`src/rtl/dmem_arbiter.sv`:
```
// Two-port round-robin arbiter/sequencer in front of a single-port data memory.
// Define DMEM_ARB_FIXED_PRIO_EN to make port 0 win every tie instead of round-robin.
module dmem_arbiter #(
  parameter int AW = 8,
  parameter int DW = 8
) (
  input  logic          clk,
  input  logic          rst,
  input  logic          req0_i,
  input  logic          req1_i,
  input  logic          we0_i,
  input  logic          we1_i,
  input  logic [AW-1:0] addr0_i,
  input  logic [AW-1:0] addr1_i,
  input  logic [DW-1:0] wdata0_i,
  input  logic [DW-1:0] wdata1_i,
  output logic          ack0_o,
  output logic          ack1_o,
  output logic [DW-1:0] rdata0_o,
  output logic [DW-1:0] rdata1_o,
  output logic          busy_o,
  output logic [AW-1:0] mem_addr_o,
  output logic [DW-1:0] mem_wdata_o,
  output logic          mem_wren_o,
  input  logic [DW-1:0] mem_rdata_i
);

  localparam logic [0:0] ST_IDLE   = 1'b0;
  localparam logic [0:0] ST_ACCESS = 1'b1;

  logic [0:0]    state_q, state_d;
  logic          sel_q, sel_d;
  logic          last_q, last_d;
  logic          ack0_q, ack0_d;
  logic          ack1_q, ack1_d;
  logic [DW-1:0] rdata0_q, rdata0_d;
  logic [DW-1:0] rdata1_q, rdata1_d;

  logic          elig0, elig1, anyElig, grant;
  logic          reqSel, weSel;
  logic [AW-1:0] addrSel;
  logic [DW-1:0] wdataSel;

  // A port acked this cycle is masked so a still-high req is not granted twice.
  always_comb begin
    elig0   = req0_i & ~ack0_q;
    elig1   = req1_i & ~ack1_q;
    anyElig = elig0 | elig1;
`ifdef DMEM_ARB_FIXED_PRIO_EN
    grant = ~elig0;
`else
    if (elig0 && elig1) begin
      grant = ~last_q;
    end else begin
      grant = ~elig0;
    end
`endif
  end

  always_comb begin
    reqSel   = sel_q ? req1_i   : req0_i;
    weSel    = sel_q ? we1_i    : we0_i;
    addrSel  = sel_q ? addr1_i  : addr0_i;
    wdataSel = sel_q ? wdata1_i : wdata0_i;
  end

  always_comb begin
    state_d  = state_q;
    sel_d    = sel_q;
    last_d   = last_q;
    ack0_d   = 1'b0;
    ack1_d   = 1'b0;
    rdata0_d = rdata0_q;
    rdata1_d = rdata1_q;
    case (state_q)
      ST_IDLE: begin
        if (anyElig) begin
          sel_d   = grant;
          state_d = ST_ACCESS;
        end
      end
      ST_ACCESS: begin
        state_d = ST_IDLE;
        last_d  = sel_q;
        // A request dropped during the access cycle is a cancel: no ack, no data.
        if (reqSel) begin
          if (sel_q) begin
            ack1_d = 1'b1;
            if (!weSel) rdata1_d = mem_rdata_i;
          end else begin
            ack0_d = 1'b1;
            if (!weSel) rdata0_d = mem_rdata_i;
          end
        end
      end
      default: state_d = ST_IDLE;
    endcase
  end

  always_ff @(posedge clk or posedge rst) begin
    if (rst) begin
      state_q  <= ST_IDLE;
      sel_q    <= 1'b0;
      last_q   <= 1'b1;
      ack0_q   <= 1'b0;
      ack1_q   <= 1'b0;
      rdata0_q <= '0;
      rdata1_q <= '0;
    end else begin
      state_q  <= state_d;
      sel_q    <= sel_d;
      last_q   <= last_d;
      ack0_q   <= ack0_d;
      ack1_q   <= ack1_d;
      rdata0_q <= rdata0_d;
      rdata1_q <= rdata1_d;
    end
  end

  // Memory drive is decoded from state so reset forces wren high immediately.
  always_comb begin
    mem_addr_o  = '0;
    mem_wdata_o = '0;
    mem_wren_o  = 1'b1;
    if (state_q == ST_ACCESS) begin
      mem_addr_o  = addrSel;
      mem_wdata_o = wdataSel;
      mem_wren_o  = ~(reqSel & weSel);
    end
  end

  assign ack0_o   = ack0_q;
  assign ack1_o   = ack1_q;
  assign rdata0_o = rdata0_q;
  assign rdata1_o = rdata1_q;
  assign busy_o   = (state_q == ST_ACCESS);

endmodule

```
`config.mk`:
```
export PLATFORM = sky130hd
export DESIGN_NAME = dmem_arbiter
export DESIGN_NICKNAME = d
export VERILOG_FILES = /design/src/rtl/dmem_arbiter.sv
export SDC_FILE = /design/constraint.sdc
export NUM_CORES = 1
export LEC_CHECK = 0
export CAP_MARGIN = 20
export CORE_ASPECT_RATIO = 0.75
export CORE_MARGIN = 5
export CORE_UTILIZATION = 35
export CTS_CLUSTER_DIAMETER = 100
export CTS_CLUSTER_SIZE = 20
export DETAILED_ROUTE_END_ITERATION = 10
export HOLD_SLACK_MARGIN = 0.05
export PLACE_DENSITY = 0.81
export SLEW_MARGIN = 25
export SYNTH_ARGS = -nofsm -noshare
export SYNTH_HDL_FRONTEND = slang
export SYNTH_SLANG_ARGS = --single-unit
```
`constraint.sdc`:
```
create_clock -name clk -period 1.4 [get_ports clk]
set_input_delay 0.28 -clock clk [delete_from_list [all_inputs] [get_ports clk]]
set_output_delay 0.28 -clock clk [all_outputs]
set_load 0.01 [all_outputs]
```
* Yosys cells after proc, flatten, opt, wreduce, memory -nomap -nowiden *
Cells that the tools add are included.

word-level totals
  register bits = 21
  input port bits = 46
  output and inout port bits = 36
  logic and storage cells = 39

cells by class
  mux-type cells = 16
  bitwise operators = 12
  reduce and logical (&&, ||, !) cells = 4

operators by type and width
  cell               number
  $mux 8             4
  $mux 1             11
  $not 1->1          8
  $reduce_and 4->1   2
  $and 1x1->1        3
  $pmux 1 s2         1
  $reduce_and 2->1   1
  $logic_and 1x1->1  1
  $or 1x1->1         1

* Logic depth before layout (Yosys ltp) *
Gate-level depths: netlist of run 1.

  depth in word-level cells = 5
  gate-level depth with buffers = 4
  gate-level depth less buffers = 2

* Worst setup path before layout of run 1 *
No wires, ideal clock.

  path type = reg2out
  from = register sel_q
  to = output port mem_wren_o
  arrival = 1,083 ps
  data required time = 1,120 ps
  setup slack = 37 ps
  stages on the path, launching flop included = 5
  path buffers = 2
  cell sequence = dfrtp_1 -> buf_6 -> buf_2 -> and3b_1 -> o21ai_0

on the way
  cells in the longest elaborated chain, start to end = 4
  elaborated cells between the ends (all ways) = 5
  classes of those cells = mux: 3; bitwise: 2

ends and longest elaborated chain
  item                              RTL line  text
  start, declared                   32        logic sel_q, sel_d;
  start signal, assigned            111       sel_q <= sel_d;
  $mux 1, on equally long branches  61, 62
  $and 1x1->1 (*)                   128       mem_wren_o = ~(reqSel & weSel);
  $not 1->1 (*)                     128
  $mux 1 (*)                        125       if (state_q == ST_ACCESS) begin
  end, declared                     24        output logic mem_wren_o,

Mark *: on every way between the ends. The rest lies on a longest branch, timed or not.

* Worst setup path in the final report of run 1 *
  from = register sel_q
  to = output port mem_wdata_o[2]

on the way
  cells in the longest elaborated chain, start to end = 2

ends and longest elaborated chain
  item           RTL line  text
  $mux 8         64        wdataSel = sel_q ? wdata1_i : wdata0_i;
  $mux 8         125
  end, declared  23        output logic [DW-1:0] mem_wdata_o,

No other way between the ends.

==> flow_summary.ini, run 1 <==
[power_and_ir_drop]
power.internal_uw = 2420
pwr-share-comb_pct = 59.5
p_per_area_mw_per_mm2 = 1680
peakVddDrop_mv = 1.05
seqPwrFrac_pct = 29.9
power.switching_uw = 1180
p_sw_share_pct = 32.8
pwr-share-clk_pct = 10.6
p_leak_uw = 0.00105

[grt]
gr-usage-met2_pct = 29.6
antenna_found_initial = 0
grt_pass1_vias = 1154
grt.busiest_layer = met2
grtUsageMet3_pct = 5.27
use_met1_pct = 17.4
grt_max_degree = 22
globalRouteOverflowTotal = 0
track_usage_pct = 15.7
grt_pass1_wl_um = 5730

[sta]
rsz0062_at_grt = true
setup_tns_ns = -3.95
hold_ws_ns = 0.354
fin_ws_ns = -0.224
skew_ns = 0.00289
maxSlewViolCount = 0
setup_viol = 25
min_period_ns = 1.62
worstMarginPinSlew_ns = 0.272
fmaxAchievable_mhz = 616
hold_viol = 0
slew_headroom_pct = 81.8
post-route-period-util_pct = 116

[critical_path]
crit_fanout = 7
crit_slowest_cell = dfrtp_2
end_kind = output port
required_ns = 1.12
worst_setup_path_start_kind = flop
crit_path_cell_trace = buf_12 -> mux2i_4 -> nor2b_2 -> buf_2
arrival_ns = 1.34
worstSetupPathType = reg2out
critPathMaxStageDelay_ns = 0.47

[route]
vias_per_cell = 4.71
drt-total-wl_um = 3510
wl_per_cell_um = 15.6
drtIter0Drc = 11
first_pass_iters = 2
ant_nets = 0
vias = 1060
drc = 0

[clocking]
h-tree-depth = 1
cts_buffers = 3
worst_skew_pair.late_latency_ns = 0.25
clock_path_buffers = 2
cts-root-buf = clkbuf_8
clk_pin_slew_ns = 0.07
cts_tree = built
clock-sinks = 21
cts-hold-fix-buffers = 0

[floorplanning]
initial_core_util_pct = 35.9
die_area_sq_mm = 0.00459
die_x_um = 76.6
std_cell_rows = 18
fp.dieH_um = 59.9
io_pins = 82
core_area_sq_mm = 0.00324

[logic_synthesis]
synthFlopType = dfrtp_1
synth-seq-area-share_pct = 45.3
netlist_top_cells_count = 20 x dfrtp_1, 16 x mux2i_1, 16 x nor2b_1
synth_cell_types = 23
avgSynthCellArea_sq_um = 12.6
synthTopCellsByArea = dfrtp_1 43%, mux2i_1 14%, mux2_4 10%
synth_nets = 138
syn_area_sq_mm = 0.00116
synth_edf_count = 0
synthArstFlopShare_pct = 100
synth_area_leader_cell = dfrtp_1
synth.ff_latch_count = 21
yosys_warnings = 0
synth_top_area_share_pct = 43.0
syn_inst = 92
synth_most_common_cell = dfrtp_1

[placed_design]
dp_cells = 216
pre_cts_slack_ns = -0.642
dpl.hpwl_um = 2810
routabilityCongestion = 0.762
numPortBuffers = 81

[layout]
final_nets = 232
drive_gt1_share_pct = 31.9
layout.area.seq_sq_um = 528
antenna_cells = 0
multiInputGateArea_sq_um = 628
synthToLayoutAreaGrowth_pct = 83.9
fillCellCount = 262
fin_util_pct = 66.0
instances_no_fill = 225

[min_path]
min_path_type = in2async

[run_status]
status = finished with violations
violations = negative setup slack

[job]
drv_cap = 0
per-layer routing:
metal  vias up  part of all wire (%)
met5         -                     0
met4         0                   1.7
met3         6                   5.9
met2        30                    53
met1       523                    40
li1        501                     -
power groups by stage:
stage               Combinational, uW  Clock (uW)  Sequential, uW
floorplan                         930           0            1160
detailed placement               2180           0            1090
global route                     2300         429            1120
finish                           2140         382            1080
CTS                              2140         398            1090
global placement                 2130           0            1080
registers in the layout (all words and copies together), names as in the netlist:
| register | count |
|---|---|
| rdata1_o | 8 |
| busy_o | 1 |
| ack0_o | 1 |
| sel_q | 1 |
| rdata0_o | 8 |
| ack1_o | 1 |
| last_q | 1 |
path summary, 6_finish.rpt:
kind | start | endpoint | slack [ns] | cells past startpoint
min in group clk | rdata0_o[4] | rdata0_o[4] | 0.51 | 1
hold / removal | rst | busy_o | 0.35 | 3
hold reg to reg | rdata0_o[4] | rdata0_o[4] | 0.51 | 1
setup reg to reg | sel_q | rdata0_o[6] | -0.19 | 5
setup / recovery | sel_q | mem_wdata_o[2] | -0.22 | 4
max in group asynchronous | rst | last_q | 0.78 | 3
timing repair:
item | in CTS | in global routing
setup endpoints to repair | 52 | 34
pin swaps | 2 | 1
resized for setup | 100 | 7
setup buffers | 5 | 1
gates cloned | 1 | 0
worst max-delay path: cells and delay by family (launching register included):
kind	cells	cell delay, ns
and+or+nand+nor	1	0.13
DFF	1	0.47
buffers and inverters	2	0.31
muxes	1	0.18
cell usage in the layout (no fill, tap or decap):
master	count
a21oi_1	1
and3_1	2
and3b_1	1
and4bb_1	1
buf_12	3
buf_2	17
buf_4	7
buf_6	4
clkbuf_1	1
clkbuf_16	1
clkbuf_8	3
clkdlybuf4s15_1	1
clkdlybuf4s50_1	44
dfrtp_1	19
dfrtp_2	1
dfstp_2	1
dlygate4sd2_1	19
inv_1	1
mux2_2	6
mux2_4	11
mux2i_1	14
mux2i_2	1
mux2i_4	1
nand2_1	1
nand2b_1	2
nand4b_4	1
nor2_1	1
nor2b_1	15
nor2b_2	1
nor3b_1	2
o21ai_2	1
o32a_1	1
logic make-up after synthesis:
| kind of cell | Yosys count | share of synthesized area [%] |
|---|---|---|
| AO/OA/AOI/OAI | 3 | 1.72 |
| buffers and inverters | 8 | 4.41 |
| flip-flops | 21 | 45.3 |
| multiplexers | 33 | 32.8 |
| AND/OR/NAND/NOR | 27 | 15.8 |
per-stage QoR:
step | total power, uW | instance area (sq um)
final | 3600 | 2140
after global routing | 3850 | 2140
after CTS | 3630 | 2120
after detailed placement | 3270 | 2090
after global placement | 3200 | 2090
after floorplan | 2090 | 1160
area by class of cell:
type	instances	area share [%]
multi-input cells	63	29.4
well taps	40	2.34
inverters	1	0.175
clock buffers	4	2.11
flip-flops and latches	21	24.7
repair buffers	96	41.3
Note: power is estimated with default switching activity, not from simulation.
==> run 2: changes to the inputs <==
--- a/config.mk
+++ b/config.mk
@@ -13,7 +13,7 @@
 export CTS_CLUSTER_SIZE = 20
 export DETAILED_ROUTE_END_ITERATION = 10
 export HOLD_SLACK_MARGIN = 0.05
-export PLACE_DENSITY = 0.81
+export PLACE_DENSITY_LB_ADDON = 0.3
 export SLEW_MARGIN = 25
 export SYNTH_ARGS = -nofsm -noshare
 export SYNTH_HDL_FRONTEND = slang
==> flow_summary.ini, run 2 (same netlist as run 1, synthesis figures left out) <==
[floorplanning]
initial_core_util_pct = 35.9
fp.dieH_um = 59.9
die_x_um = 76.6
std_cell_rows = 18
io_pins = 82
die_area_sq_mm = 0.00459
core_area_sq_mm = 0.00324

[sta]
min_period_ns = 1.58
rsz0062_at_grt = true
setup_tns_ns = -3.15
hold_viol = 0
slew_headroom_pct = 81.7
skew_ns = 0.00112
post-route-period-util_pct = 113
setup_viol = 33
fmaxAchievable_mhz = 631
fin_ws_ns = -0.184
maxSlewViolCount = 0
worstMarginPinSlew_ns = 0.274

[critical_path]
crit_slowest_cell = dfrtp_2
crit_path_end = mem_wdata_o[3]
end_kind = output port
critPathLaunch = sel_q
path_depth = 4
r2r_cells = 4
critPathMaxStageDelay_ns = 0.47
worstSetupPathType = reg2out
critPathTopFamily = flip-flops
required_ns = 1.12
r2r_start = sel_q
crit_path_cell_trace = clkbuf_16 -> mux2i_1 -> nor2b_1 -> buf_2
critPathBufInv = 2
worst_r2r_endpoint = rdata0_o[0]
crit_fanout = 6
reg2reg_slack_ns = -0.06
worst_setup_path_start_kind = flop
arrival_ns = 1.30

[layout]
fillCellCount = 270
final_area_sq_mm = 0.00210
mostFrequentLayoutCells = 45 x clkdlybuf4s50_1, 19 x dfrtp_1, 18 x dlygate4sd2_1, 17 x buf_2, 16 x nor2b_1
drive_gt1_share_pct = 31.1
multiInputGateArea_sq_um = 622
final_nets = 230
layout.area.seq_sq_um = 528
instances_no_fill = 223
synthToLayoutAreaGrowth_pct = 80.4
antenna_cells = 0
final_common_cell = clkdlybuf4s50_1

[power_and_ir_drop]
power.internal_uw = 2320
peakVddDrop_mv = 1.07
pwr-share-clk_pct = 11.1
pwr-share-comb_pct = 58.2
seqPwrFrac_pct = 30.7
power.switching_uw = 1170
p_per_area_mw_per_mm2 = 1670
p_leak_uw = 0.00103
p_sw_share_pct = 33.6

[placed_design]
placed_area_sq_mm = 0.00206
pre_cts_slack_ns = -0.500
dp_cells = 216
routabilityCongestion = 0.770
numPortBuffers = 81
dpl.hpwl_um = 2840

[route]
vias_per_cell = 4.63
first_pass_iters = 4
drc = 0
vias = 1033
drtIter0Drc = 33
drt-total-wl_um = 3660
ant_nets = 0
wl_per_cell_um = 16.4

[grt]
grt_max_degree = 22
grt_pass1_vias = 1110
grt_pass1_wl_um = 5570
antenna_found_initial = 0
globalRouteOverflowTotal = 0
track_usage_pct = 15.3

[clocking]
cts_buffers = 3
clk_pin_slew_ns = 0.07
cts-hold-fix-buffers = 0
worst_skew_pair.late_latency_ns = 0.25
cts-root-buf = clkbuf_8
cts_tree = built
clock-sinks = 21
clock_path_buffers = 2
h-tree-depth = 1

[run_status]
violations = negative setup slack
status = finished with violations

[min_path]
min_path_type = in2async

[job]
drv_cap = 0
[run 2: cell count changes in the layout (fill, tap and decap cells not counted), sizes merged]
cell,before,now
buf,31,29
clkbuf,5,4
clkdlybuf4s50,44,45
clkinv,0,1
dlygate4sd2,19,18
[run 2: worst min path at each step]
stage / endpoint / cells past startpoint
6_report: rdata1_o[7] / 3
5_1_grt: rdata0_o[5] / 3
4_1_cts: rdata1_o[7] / 3
3_5_place_dp: rdata1_o[4] / 1
3_3_place_gp: rdata1_o[0] / 1
2_1_floorplan: ack0_o / 1
[run 2: metrics by stage]
stage / utilization [%] / power, uW / hold WS (ns)
finish: 64.7 / 3500 / 0.357
global route: 64.7 / 3700 / 0.394
CTS: 64.4 / 3530 / 0.358
detailed placement: 63.7 / 3180 / 0.493
global placement: 63.7 / 3120 / 0.487
floorplan: - / 2090 / 0.256
[run 2: repair_timing]
| item | CTS | global route |
|---|---|---|
| setup buffers | 2 | 1 |
| pin swaps | 1 | 1 |
| cloned | 1 | 0 |
| resized for setup | 100 | 6 |
| setup endpoints to repair | 52 | 34 |
[run 2: routing by layer]
layer	wire, um	track usage (%)	part of all wire [%]
met3	117	3.46	3.2
met4	17	1.50	0.46
met2	2050	31.6	56
met5	0	0	0
met1	1480	16.7	40
[run 2: layout make-up]
type	instances	area share (%)
Multi-Input combinational cell	63	29.6
Timing Repair Buffer	94	40.5
Tap cell	40	2.38
Clock buffer	3	1.97
Clock inverter	1	0.238
Sequential cell	21	25.1
Inverter	1	0.179
[run 2: worst register-to-register path: cells and delay by family, from the launching register on]
family | cells | cell delay [ns]
mux | 1 | 0.30
simple gates | 1 | 0.29
flops | 1 | 0.47
buf+inv | 2 | 0.29
[run 2: power groups by stage]
stage | Clock, uW | Sequential (uW) | Combinational (uW)
global route | 430 | 1110 | 2160
CTS | 401 | 1080 | 2050
detailed placement | 0 | 1060 | 2120
finish | 388 | 1070 | 2030
global placement | 0 | 1050 | 2070
floorplan | 0 | 1160 | 930
